==> src/rtl/full_adder_pkg.sv <==
// Shared definitions for the registered ripple-carry adder port.
package full_adder_pkg;

    localparam int WIDTH_DEFAULT = 1;
    localparam int WIDTH_MAX     = 64;

    // Sum is sized for the widest legal instance; narrower instances use the low bits.
    typedef struct packed {
        logic [WIDTH_MAX-1:0] sum;
        logic                 carry;
        logic                 ovf;
        logic                 zero;
    } result_t;

    localparam result_t RESULT_RESET = '{sum: '0, carry: 1'b0, ovf: 1'b0, zero: 1'b1};

endpackage

==> src/rtl/full_adder_cell.sv <==
// One-bit full-adder cell used as a link in the ripple-carry chain.
module full_adder_cell (
    input  logic a,
    input  logic b,
    input  logic cin,
    output logic s,
    output logic cout
);

    assign s    = a ^ b ^ cin;
    assign cout = (a & b) | (a & cin) | (b & cin);

endmodule

==> src/rtl/full_adder_port.sv <==
// WIDTH-bit ripple-carry adder with carry-in, registered sum/carry/overflow/zero
// and a one-cycle valid pipeline without backpressure.
module full_adder_port
    import full_adder_pkg::*;
#(
    parameter int WIDTH = WIDTH_DEFAULT
) (
    input  logic             clk,
    input  logic             rst,
    input  logic [WIDTH-1:0] a,
    input  logic [WIDTH-1:0] b,
    input  logic             c,
    input  logic             in_valid,
    output logic [WIDTH-1:0] sum,
    output logic             carry,
    output logic             ovf,
    output logic             zero,
    output logic             out_valid
);

    logic [WIDTH:0]   cy;
    logic [WIDTH-1:0] sum_nxt;
    result_t          res_nxt;

    assign cy[0] = c;

    for (genvar i = 0; i < WIDTH; i++) begin : g_bit
        full_adder_cell u_cell (
            .a    (a[i]),
            .b    (b[i]),
            .cin  (cy[i]),
            .s    (sum_nxt[i]),
            .cout (cy[i+1])
        );
    end

    // Overflow compares the carry into and out of the MSB cell.
    always_comb begin
        res_nxt                  = RESULT_RESET;
        res_nxt.sum[WIDTH-1:0]   = sum_nxt;
        res_nxt.carry            = cy[WIDTH];
        res_nxt.ovf              = cy[WIDTH] ^ cy[WIDTH-1];
        res_nxt.zero             = (res_nxt.sum == '0);
    end

    // Result registers load only on accepted inputs, so idle-cycle X never reaches them.
    always_ff @(posedge clk) begin
        if (rst) begin
            sum       <= RESULT_RESET.sum[WIDTH-1:0];
            carry     <= RESULT_RESET.carry;
            ovf       <= RESULT_RESET.ovf;
            zero      <= RESULT_RESET.zero;
            out_valid <= 1'b0;
        end else begin
            out_valid <= in_valid;
            if (in_valid) begin
                sum   <= res_nxt.sum[WIDTH-1:0];
                carry <= res_nxt.carry;
                ovf   <= res_nxt.ovf;
                zero  <= res_nxt.zero;
            end
        end
    end

endmodule

==> config.mk <==
export PLATFORM = sky130hd
export DESIGN_NAME = full_adder_port
export DESIGN_NICKNAME = d
export VERILOG_FILES = /design/src/rtl/full_adder_pkg.sv /design/src/rtl/full_adder_cell.sv /design/src/rtl/full_adder_port.sv
export SDC_FILE = /design/constraint.sdc
export NUM_CORES = 1
export LEC_CHECK = 0
export ABC_AREA = 1
export CORE_AREA = 2 2 39 41
export DETAILED_ROUTE_END_ITERATION = 10
export DIE_AREA = 0 0 41 43
export GPL_TIMING_DRIVEN = 0
export PLACE_DENSITY = 0.46
export SLEW_MARGIN = 20
export SYNTH_ARGS = -nofsm -noshare
export SYNTH_HDL_FRONTEND = slang
export SYNTH_HIERARCHICAL = 1
export SYNTH_SLANG_ARGS = --single-unit
==> constraint.sdc <==
create_clock -name clk -period 1.13 [get_ports clk]
set_input_delay 0.113 -clock clk [delete_from_list [all_inputs] [get_ports clk]]
set_output_delay 0.113 -clock clk [all_outputs]
set_load 0.02 [all_outputs]
==> flow_metrics.env, run 1 <==
export IMPL_yosysTopAreaCellShare_pct=49.7
export IMPL_setup_violations_final=0
export IMPL_yosys_area_top_type="sky130_fd_sc_hd__dfxtp_1"
export IMPL_rrSetupSlack_ns=0.51
export IMPL_clock_latency_ns=0.24
export IMPL_data_required_time_of_the_worst_path_ns=1.02
export IMPL_fin_tns_setup_ns=0
export IMPL_total_leakage_power_nw=0.188
export IMPL_yosys_warns=6
export IMPL_setup_worst_path_end_class="output port"
export IMPL_skew_ns=0
export IMPL_cts_clk_slew_worst_paths_ns=0.04
export IMPL_die_height_um=43
export IMPL_largest_net_degree_at_the_start_of_global_routing=6
export IMPL_syn_mean_instance_area_um2=7.75
export IMPL_grt_antenna_before_repair=0
export IMPL_cts_tree="built"
export IMPL_grt_util_all_layers_pct=6.03
export IMPL_grt_overflow_total=0
export IMPL_final_min_clock_period_ns=1.01
export IMPL_maxCapViolations=0
export IMPL_final_hold_viol_count=0
export IMPL_placeableCoreArea_um2=1380
export IMPL_design_final_nets=48
export IMPL_finalPower_mw=0.488
export IMPL_slowest_stage="sky130_fd_sc_hd__dfxtp_1"
export IMPL_fp_dieW_um=41
export IMPL_crit_end="zero"
export IMPL_synth_distinct_cells=10
export IMPL_vias_per_cell=3.52
export IMPL_outcome="completed"
export IMPL_ioPinCount=11
export IMPL_worstRegToRegCells=4
export IMPL_timing_final_crit_share_pct=89.2
export IMPL_first_element_of_the_critical_path="zero"
export IMPL_report_final_slew_viol_count=0
export IMPL_place_inst=52
export IMPL_clock_root_buffer="sky130_fd_sc_hd__clkbuf_4"
export IMPL_fin_cells=56
export IMPL_proportion_of_layout_cells_with_a_drive_suffix_above_1_pct=12.5
export IMPL_clock_tree_htree_level_count=1
export IMPL_path_max_fanout=2
export IMPL_worst_voltage_drop_across_the_vdd_grid_uv=293
export IMPL_slew_limit_headroom_pct=86.3
export IMPL_grt_setup_unrepaired="no"
export IMPL_fmax_mhz=992
export IMPL_yosys_top_cells_area="sky130_fd_sc_hd__dfxtp_1, sky130_fd_sc_hd__nand2_1, sky130_fd_sc_hd__fa_1, sky130_fd_sc_hd__nor2_1, sky130_fd_sc_hd__inv_1"
export IMPL_timing_critical_path_from_type="flip-flop"
export IMPL_power_density_nw_per_um2=1410
export IMPL_worst_slew_pin_transition_ns=0.206
export IMPL_final_design_utilization_pct=25.0
export IMPL_wl_per_cell_um=7.07
export IMPL_antennaDiodeCount=0
export IMPL_place_area_um2=322
export IMPL_biggest_cell_delay_along_the_critical_path_ns=0.33
export IMPL_post_syn_instances=26
export IMPL_clock_path_buffers=2
export IMPL_crit_reg2reg_launch="ovf"
export IMPL_synth_ff_latch_count=5
export IMPL_detailedRoute_firstIterationViolations=0
export IMPL_routed_via_count=197
export IMPL_routed_antenna_nets=0
export IMPL_min_path_type="primary input to flip-flop"
export IMPL_postLayoutSetupSlackWorst_ns=0.122
export IMPL_dr_pass1_iters=1
export IMPL_wl_um=396
export IMPL_worstPathCellList="dlygate4sd2_1"
export IMPL_fin_worst_hold_slack_ns=0.261
export IMPL_cts_buffers_inserted=3
export IMPL_cell_type_group_with_the_largest_total_delay_on_the_critical_path="flip-flops"
export IMPL_crit_cells=1
export IMPL_pre_cts_ws_ns=-0.269
export IMPL_via_count_of_the_first_global_routing_pass=176
export IMPL_cp_arrival_ns=0.90
export IMPL_first_pass_grt_wire_length_um=614
export IMPL_layout_area_overhead_vs_synth_pct=71.4
export IMPL_initial_standard_cell_utilization_of_the_core_pct=14.6
export IMPL_seq_area_frac_synth_pct=49.7
export IMPL_r2r_end="ovf"
export IMPL_timing_worst_setup_path_type="flip-flop to output port"
export IMPL_port_buffers=10
export IMPL_cp_num_buf_inv=1
export IMPL_floorplan_die_area_um2=1760
export IMPL_post_route_drc_count=0
export IMPL_cts_sinks=5
export IMPL_design_area_um2=345
export IMPL_place_congestion=0.643
export IMPL_cell_area_after_technology_mapping_um2=201
export IMPL_post_cts_setup_buffer_count=0
export IMPL_synthesis_nets=33
export IMPL_fp_row_count=14
## power by group
group          total, mW  leakage, nW  switching, mW  internal [mW]
clock network      0.205       0.0150         0.0714          0.133
registers          0.196       0.0416        0.00550          0.190
logic             0.0877        0.131         0.0472         0.0405
total              0.488        0.188          0.124          0.364
## how the worst min path moves through the flow
stage / startpoint / endpoint / slack [ns] / cells after the start
2_1_floorplan: rst / carry / 0.18 / 1
3_3_place_gp: zero / zero / 0.44 / 2
3_5_place_dp: zero / zero / 0.45 / 2
4_1_cts: zero / zero / 0.45 / 2
5_1_grt: c / ovf / 0.29 / 5
6_report: c / ovf / 0.26 / 5
## flip-flops by register name, indices dropped and copies added, names as in the netlist
| name | cells |
|---|---|
| carry | 1 |
| zero | 1 |
| out_valid | 1 |
| sum | 1 |
| ovf | 1 |
## cells in the mapped netlist
master,number
sky130_fd_sc_hd__a21oi_1,1
sky130_fd_sc_hd__dfxtp_1,5
sky130_fd_sc_hd__fa_1,1
sky130_fd_sc_hd__inv_1,3
sky130_fd_sc_hd__inv_2,1
sky130_fd_sc_hd__nand2_1,7
sky130_fd_sc_hd__nand3_1,1
sky130_fd_sc_hd__nor2_1,5
sky130_fd_sc_hd__nor2_2,1
sky130_fd_sc_hd__nor3_1,1
## cell usage in the layout, fill, tap and decap left out, drive strengths merged
cell	count
dlygate4sd2	6
nor2	6
a21oi	1
nand3	1
nor3	1
clkbuf	4
fa	1
clkdlybuf4s50	2
nand2	7
dlymetal6s2s	2
inv	4
dfxtp	5
## cells by family (layout without fill, tap and decap cells)
kind of cell             count (synthesis)  count (layout)  synth area share (%)
AO/OA/AOI/OAI                            1               1                  2.48
adder cells (fa/ha/maj)                  1               1                  9.94
buffers and inverters                    4              18                  7.45
flip-flops                               5               5                  49.7
AND/OR/NAND/NOR                         15              15                  30.4
## layout make-up
type,instances,area (um^2)
inverters,4,15.0
multi-input cells,17,86.3
repair buffers,10,97.6
well taps,16,20.0
clock buffers,4,26.3
fillers,160,1040
flip-flops and latches,5,100
## what timing repair did
item,4_1_cts,5_1_grt
resized for setup,6,2
hold buffers,0,0
setup endpoints to repair,6,3
pin swaps,1,1
## per-layer routing
layer / routed length, um / up-vias / track usage, %
met5: 0 / - / 0
met4: 0 / 0 / 8.00
met3: 53 / 0 / 4.71
met2: 164 / 9 / 6.88
met1: 179 / 84 / 5.48
li1: - / 104 / -
Note: power is estimated with default switching activity, not from simulation.
==> run 2, diff against run 1 <==
Settings changed: PLACE_DENSITY 0.46 to 0.48.
Clock period 1.13 ns to 0.9 ns, I/O delays scaled along.
==> flow_metrics.env, run 2 (synthesis gave the netlist of run 1 again) <==
export IMPL_outcome="completed"
export IMPL_ioPinCount=11
export IMPL_setup_violations_final=0
export IMPL_detailedRoute_firstIterationViolations=2
export IMPL_grt_util_all_layers_pct=6.94
export IMPL_place_area_um2=322
export IMPL_via_count_of_the_first_global_routing_pass=163
export IMPL_routed_via_count=200
export IMPL_die_height_um=43
export IMPL_fmax_mhz=1160
export IMPL_clock_root_buffer="sky130_fd_sc_hd__clkbuf_4"
export IMPL_final_design_utilization_pct=23.3
export IMPL_most_common_layout_cells="sky130_fd_sc_hd__nand2_1, sky130_fd_sc_hd__nor2_1, sky130_fd_sc_hd__dfxtp_1, sky130_fd_sc_hd__buf_2"
export IMPL_cts_clk_slew_worst_paths_ns=0.04
export IMPL_vias_per_cell=3.57
export IMPL_data_required_time_of_the_worst_path_ns=1.04
export IMPL_worst_slew_pin_transition_ns=0.194
export IMPL_setup_worst_path_end_class="flip-flop"
export IMPL_fill_cells=170
export IMPL_power_density_nw_per_um2=1890
export IMPL_grt_setup_unrepaired="no"
export IMPL_cts_tree="built"
export IMPL_biggest_cell_delay_along_the_critical_path_ns=0.55
export IMPL_final_min_clock_period_ns=0.858
export IMPL_timing_final_crit_share_pct=95.4
export IMPL_place_congestion=0.656
export IMPL_total_leakage_power_nw=0.161
export IMPL_clock_latency_ns=0.24
export IMPL_skew_ns=0
export IMPL_port_buffers=10
export IMPL_proportion_of_layout_cells_with_a_drive_suffix_above_1_pct=25.0
export IMPL_cts_sinks=5
export IMPL_report_final_slew_viol_count=0
export IMPL_cell_type_group_with_the_largest_total_delay_on_the_critical_path="adder cells"
export IMPL_wl_um=426
export IMPL_fp_row_count=14
export IMPL_initial_standard_cell_utilization_of_the_core_pct=14.6
export IMPL_grt_overflow_total=0
export IMPL_routed_antenna_nets=0
export IMPL_post_route_drc_count=0
export IMPL_most_common_cell_after_layout_fill_and_taps_aside="sky130_fd_sc_hd__nand2_1"
export IMPL_fp_dieW_um=41
export IMPL_cts_hold_buf=0
export IMPL_cp_arrival_ns=0.99
export IMPL_grt_antenna_before_repair=0
export IMPL_path_max_fanout=2
export IMPL_clock_tree_htree_level_count=1
export IMPL_final_hold_viol_count=0
export IMPL_post_cts_setup_buffer_count=0
export IMPL_dr_pass1_iters=2
export IMPL_largest_net_degree_at_the_start_of_global_routing=6
export IMPL_timing_worst_setup_path_type="primary input to flip-flop"
export IMPL_first_pass_grt_wire_length_um=676
export IMPL_cts_buffers_inserted=3
export IMPL_slowest_stage="sky130_fd_sc_hd__fa_1"
export IMPL_fin_cells=56
export IMPL_design_area_um2=323
export IMPL_layout_area_overhead_vs_synth_pct=60.2
export IMPL_wl_per_cell_um=7.61
export IMPL_min_path_type="primary input to flip-flop"
export IMPL_worstPathCellList="clkdlybuf4s15_1, fa_1, nor2_2, nor2_1, nand2_1"
export IMPL_design_final_nets=48
export IMPL_slew_limit_headroom_pct=87.0
export IMPL_antennaDiodeCount=0
export IMPL_cp_num_buf_inv=1
export IMPL_placeableCoreArea_um2=1380
export IMPL_place_inst=52
export IMPL_worst_voltage_drop_across_the_vdd_grid_uv=758
export IMPL_floorplan_die_area_um2=1760
export IMPL_maxCapViolations=0
export IMPL_clock_path_buffers=2
export IMPL_place_hpwl_um=322
export IMPL_timing_critical_path_from_type="primary input"
[run 2: final cells by class]
cell class	count	area (um^2)	area share, %
clock buffers	4	26.3	8.14
inverters	4	15.0	4.65
repair buffers	10	75.1	23.3
well taps	16	20.0	6.20
multi-input cells	17	86.3	26.7
flip-flops and latches	5	100	31.0
[run 2: path summary, 6_finish.rpt]
check | end | slack (ns) | from | depth (start not counted)
hold reg to reg | zero | 0.44 | zero | 2
hold / removal | ovf | 0.32 | c | 5
setup / recovery | zero | 0.04 | a | 5
setup reg to reg | ovf | 0.27 | ovf | 4
[run 2: power by group]
group          leakage [nW]  internal [mW]  total, mW  switching [mW]
logic                 0.105         0.0458      0.105          0.0595
registers            0.0416          0.239      0.246         0.00664
clock network        0.0150          0.168      0.258          0.0906
total                 0.161          0.453      0.609           0.157
[run 2: metal layers]
metal  global-route usage [%]  up-vias  part of all wire [%]
met1                     6.80       81                    40
met5                        0        -                     0
met3                     9.42        5                    16
li1                         -      104                     -
met4                     6.00        0                   3.8
met2                     6.56       10                    40
[run 2: timing repair]
action | CTS | global route
gates resized for setup | 24 | 2
pin swaps | 2 | 4
endpoints found under the setup margin | 9 | 2
[run 2: through the flow]
| step | power [mW] | setup TNS, ns | hold WS [ns] | setup slack (ns) |
|---|---|---|---|---|
| global route | 0.671 | 0 | 0.319 | 0.0154 |
| CTS | 0.628 | 0 | 0.320 | 0.000228 |
| detailed placement | 0.377 | -2.20 | 0.444 | -0.465 |
| finish | 0.609 | 0 | 0.322 | 0.0416 |
| global placement | 0.376 | -2.20 | 0.438 | -0.468 |
| floorplan | 0.309 | 0 | 0.159 | 0.00500 |
[run 2: worst register-to-register path, cell delays in order (launching register included)]
cell	delay, ns
sky130_fd_sc_hd__dfxtp_1	0.30
sky130_fd_sc_hd__nor2_1	0.08
sky130_fd_sc_hd__nor2_1	0.05
sky130_fd_sc_hd__nand2_1	0.07
sky130_fd_sc_hd__inv_1	0.03
==> run 3, diff against run 2 <==
Settings changed: CORE_AREA 2 2 39 41 to 3 3 40 42, DIE_AREA 0 0 41 43 to 0 0 43 45.
==> flow_metrics.env, run 3 (synthesis gave the netlist of run 1 again) <==
export IMPL_place_congestion=0.652
export IMPL_setup_worst_path_end_class="flip-flop"
export IMPL_p_sw_share_pct=26.1
export IMPL_timing_critical_path_from_type="primary input"
export IMPL_ioPinCount=11
export IMPL_path_max_fanout=2
export IMPL_layout_area_overhead_vs_synth_pct=59.6
export IMPL_timing_worst_setup_path_type="primary input to flip-flop"
export IMPL_first_pass_grt_wire_length_um=669
export IMPL_seqCellArea_um2=100
export IMPL_power_density_nw_per_um2=1910
export IMPL_proportion_of_layout_cells_with_a_drive_suffix_above_1_pct=25.0
export IMPL_wl_per_cell_um=7.75
export IMPL_crit_end="zero"
export IMPL_place_hpwl_um=332
export IMPL_crit_reg2reg_launch="ovf"
export IMPL_report_final_slew_viol_count=0
export IMPL_largest_net_degree_at_the_start_of_global_routing=6
export IMPL_min_path_type="primary input to flip-flop"
export IMPL_cts_clk_slew_worst_paths_ns=0.05
export IMPL_cts_sinks=5
export IMPL_final_design_utilization_pct=25.0
export IMPL_fin_worst_hold_slack_ns=0.305
export IMPL_fin_tns_setup_ns=0
export IMPL_place_inst=51
export IMPL_globalRoute_busiestLayer="met4"
export IMPL_seq_power_share_pct=40.2
export IMPL_power_share_combinational_pct=17.3
export IMPL_skew_ns=0
export IMPL_vias_per_cell=3.53
export IMPL_post_route_drc_count=0
export IMPL_routed_antenna_nets=0
export IMPL_cts_buffers_inserted=3
export IMPL_maxCapViolations=0
export IMPL_grt_antenna_before_repair=0
export IMPL_clock_path_buffers=2
export IMPL_detailedRoute_firstIterationViolations=7
export IMPL_floorplan_die_area_um2=1940
export IMPL_setup_violations_final=0
export IMPL_data_required_time_of_the_worst_path_ns=1.03
export IMPL_fin_cells=55
export IMPL_dr_pass1_iters=4
export IMPL_grt_util_met2_pct=6.59
export IMPL_rrSetupSlack_ns=0.28
export IMPL_initial_standard_cell_utilization_of_the_core_pct=15.7
export IMPL_timing_final_crit_share_pct=96.4
export IMPL_worst_slew_pin_transition_ns=0.192
export IMPL_fp_dieW_um=43
export IMPL_via_count_of_the_first_global_routing_pass=163
export IMPL_fill_cells=152
export IMPL_placeableCoreArea_um2=1280
export IMPL_design_final_nets=48
export IMPL_clock_latency_ns=0.24
export IMPL_grt_overflow_total=0
export IMPL_cts_hold_buf=0
export IMPL_port_buffers=10
export IMPL_most_common_cell_after_layout_fill_and_taps_aside="sky130_fd_sc_hd__nand2_1"
export IMPL_slew_limit_headroom_pct=87.2
export IMPL_wl_um=426
export IMPL_clock_root_buffer="sky130_fd_sc_hd__clkbuf_4"
export IMPL_worstRegToRegCells=4
export IMPL_die_height_um=45
export IMPL_fp_row_count=13
export IMPL_final_min_clock_period_ns=0.868
export IMPL_grt_util_all_layers_pct=5.59
export IMPL_clock_tree_htree_level_count=1
export IMPL_cts_tree="built"
export IMPL_use_met3_pct=4.78
export IMPL_total_leakage_power_nw=0.161
export IMPL_internal_power_mw=0.453
export IMPL_routed_via_count=194
export IMPL_final_hold_viol_count=0
export IMPL_cp_arrival_ns=1.00
export IMPL_combined_area_of_the_multi_input_logic_cells_um2=86.3
export IMPL_design_area_um2=322
export IMPL_groute_layer_met1_usage_pct=5.08
export IMPL_antennaDiodeCount=0
export IMPL_place_area_um2=320
export IMPL_first_element_of_the_critical_path="a"
export IMPL_worst_voltage_drop_across_the_vdd_grid_uv=411
export IMPL_post_cts_setup_buffer_count=0
export IMPL_fmax_mhz=1150
export IMPL_grt_setup_unrepaired="no"
export IMPL_r2r_end="ovf"
export IMPL_power_switching_mw=0.160
export IMPL_power_clock_fraction_pct=42.5
export IMPL_outcome="completed"
export IMPL_most_common_layout_cells="sky130_fd_sc_hd__nand2_1, sky130_fd_sc_hd__nor2_1, sky130_fd_sc_hd__dfxtp_1, sky130_fd_sc_hd__buf_2"
-- run 3: cell counts in the layout (fill, tap and decap cells not counted) --
No cell type changed its count.
-- run 3: power groups by stage --
stage,registers [mW],clock network (mW),logic [mW]
finish,0.246,0.261,0.106
global route,0.248,0.295,0.118
CTS,0.246,0.274,0.110
detailed placement,0.251,0,0.127
global placement,0.250,0,0.126
floorplan,0.271,0,0.0381
-- run 3: worst min-delay path by stage --
stage	start	endpoint	slack, ns	depth (start not counted)
6_report	c	ovf	0.31	5
5_1_grt	c	ovf	0.33	5
4_1_cts	c	ovf	0.31	5
3_5_place_dp	zero	zero	0.45	2
3_3_place_gp	zero	zero	0.44	2
2_1_floorplan	rst	carry	0.16	1
-- run 3: area by class of cell --
class / instances / share of cell area, %
sequential: 5 / 31.1
multi-input combinational: 17 / 26.8
timing repair buffer: 10 / 23.3
clock buffer: 4 / 8.17
tap: 15 / 5.84
inverter: 4 / 4.67
-- run 3: repair_timing --
action                                  in CTS  in global routing
gates cloned                                 0                  0
endpoints found under the setup margin       9                  2
resized for setup                           25                  1
pin swaps                                    2                  2
-- run 3: worst max-delay path, cell delays in order --
cell                              delay, ns
sky130_fd_sc_hd__clkdlybuf4s15_1       0.19
sky130_fd_sc_hd__fa_1                  0.55
sky130_fd_sc_hd__nor2_2                0.05
sky130_fd_sc_hd__nor2_1                0.08
sky130_fd_sc_hd__nand2_1               0.05
-- run 3: through the flow --
step | power, mW | worst slack (ns)
2_1_floorplan | 0.309 | 0.00500
3_3_place_gp | 0.376 | -0.466
3_5_place_dp | 0.378 | -0.472
4_1_cts | 0.631 | 0.0140
5_1_grt | 0.660 | 0.000745
6_report | 0.613 | 0.0325
-- run 3: routing by layer --
layer	share of wire, %	wire length, um	vias to the layer above
met5	0	0	-
met4	2.8	12	0
met2	39	166	10
li1	-	-	104
met1	46	195	78
met3	12	53	2
==> edit: new RTL, config.mk and constraints of run 3 <==
Put one more register stage on the output `sum`. The value now appears one clock later. The other outputs are not delayed to match. Comments in the files are not updated.
--- a/src/rtl/full_adder_port.sv
+++ b/src/rtl/full_adder_port.sv
@@ -18,4 +18,6 @@
     output logic             out_valid
 );
+
+    logic [WIDTH-1:0] sum_s0;
 
     logic [WIDTH:0]   cy;
@@ -47,5 +49,5 @@
     always_ff @(posedge clk) begin
         if (rst) begin
-            sum       <= RESULT_RESET.sum[WIDTH-1:0];
+            sum_s0    <= RESULT_RESET.sum[WIDTH-1:0];
             carry     <= RESULT_RESET.carry;
             ovf       <= RESULT_RESET.ovf;
@@ -55,5 +57,5 @@
             out_valid <= in_valid;
             if (in_valid) begin
-                sum   <= res_nxt.sum[WIDTH-1:0];
+                sum_s0 <= res_nxt.sum[WIDTH-1:0];
                 carry <= res_nxt.carry;
                 ovf   <= res_nxt.ovf;
@@ -63,4 +65,8 @@
     end
 
+    always_ff @(posedge clk) begin
+        sum <= sum_s0;
+    end
+
 endmodule
 
Check against the original RTL: not equivalent (a bounded check fails within 4 cycles, from zero or initial values and one cycle with rst high).
==> edit against run 3 <==
- setup slack lost 0.0091 ns
- final area grew 5.8%
- routed wire length is 7.3% lower
- total power grew 5.1%
- sequential cell count increased by 1
- first-iteration DRC count decreased by 100%
- area after synthesis rose by 8.1%
- clock skew hardly changed
==> edit: results (changes against run 3) <==
largest net degree at the start of global routing=8 (was 6); number of distinct library cells after synthesis=8 (was 10); Final Wtd Congestion=0.6064 (was 0.6515); n_diodes=0 (unchanged); vias in the first global route=174 (was 163); GRT Overall Usage=4.933% (was 5.588%); Syn Nets=33 (unchanged); DRT Pass-1 Iters=1 (was 4); Initial DRC Count=0 (was 7); first-pass GRT wire length=641 µm (was 669 µm); met1 WL=170 µm (was 195 µm); Clock Path Buffers=2 (unchanged); Placed Cells=51 (unchanged); met3 wire len=67 µm (was 53 µm); Slowest-stage cell, CP=fa_2 (was fa_1); commonest cells in the synthesized netlist=6 x dfxtp_1, 6 x nand2_1, 5 x inv_1 (was 7 x nand2_1, 5 x dfxtp_1, 5 x nor2_1); final cell count without fillers=54 (was 55); port bufs=10 (unchanged); H-Tree Depth=1 (unchanged); Worst-Skew Late Latency=0.24 ns (about the same); routed wire length on met2=157 µm (was 166 µm); FF-to-FF path depth=2 (was 4); Max VDD drop=573.2 µV (was 410.6 µV); critical path arrival=1.01 ns; DRT Wirelength=395 µm (was 426 µm); CP max stage delay=0.54 ns; Clock Pin Slew Worst Setup and Hold Paths=0.05 ns (about the same); critical-path maximum fanout=3 (was 2); synth top area cells=dfxtp_1 55%, nand2_1 10%, fa_1 9.2% (was dfxtp_1 50%, nand2_1 13%, fa_1 9.9%); relative slew slack=83.66% (was 87.18%); initial antenna violation count=0 (unchanged); detailed placement HPWL=315.4 µm (was 332.3 µm); CTS buffer count=3 (unchanged); share of layout cells above drive strength 1=28.21% (was 25.00%); top layer in use=met3 (was met4); Main synth FF type=dfxtp_1 (unchanged); post-cts gate resize count=23 (was 25); leakage=0.0001669 µW (was 0.0001612 µW); sequential fraction of the synthesis area=55.17% (was 49.69%); Gate Count Post-Synth=26 (unchanged); Post-Place Setup Slack=-0.4813 ns (was -0.4724 ns); Final Skew=0.00002812 ns (was 0 ns); routed vias/inst=3.426 (was 3.527); status=finished clean (unchanged)
[edit: layout make-up]
type	instances	area, µm²
Clock buffer	3	22.52
Fill cell	144	944.7
Inverter	5	18.77
Multi-Input combinational cell	15	83.83
Sequential cell	6	120.1
Tap cell	15	18.77
Timing Repair Buffer	10	76.32
[edit: path summary, 6_finish.rpt]
path           from    end  slack (ns)
min reg2reg  sum_s0    sum        0.35
min               c    ovf        0.30
max               c   zero        0.02
max reg2reg   carry  carry        0.26
[edit: per-stage QoR]
step / util, % / instance area [µm²] / total power (µW) / hold slack (ns)
floorplan: - / 217.7 / 351.6 / 0.1591
global placement: 26.19 / 336.6 / 418.6 / 0.3395
detailed placement: 26.19 / 336.6 / 419.0 / 0.3395
CTS: 26.78 / 344.1 / 654.0 / 0.3281
global route: 26.48 / 340.3 / 679.9 / 0.3687
finish: 26.48 / 340.3 / 643.9 / 0.3015
[edit: kinds of logic (layout without fill, tap and decap cells)]
kind of cell / Yosys count / count (layout) / share of synthesized area [%]
fa+ha+maj: 1 / 1 / 9.196
buf+inv: 5 / 18 / 8.622
simple gates: 10 / 10 / 17.81
compound gates: 4 / 4 / 9.196
flops: 6 / 6 / 55.17
[edit: layer usage]
| metal | vias up | track usage (%) |
|---|---|---|
| met5 | - | 0 |
| met4 | 0 | 5.422 |
| met3 | 0 | 3.586 |
| met2 | 10 | 6.587 |
| met1 | 70 | 4.634 |
| li1 | 105 | - |
[edit: critical path: cells and delay by family]
kind	cells	cell delay, ns
compound gates	1	0.07
simple gates	2	0.10
fa+ha+maj	1	0.54
buf+inv	1	0.21
[edit: where the power goes]
part | internal, µW | switching (µW)
Sequential | 287 | 7.24
Clock | 151 | 94.1
Combinational | 46.3 | 58.3
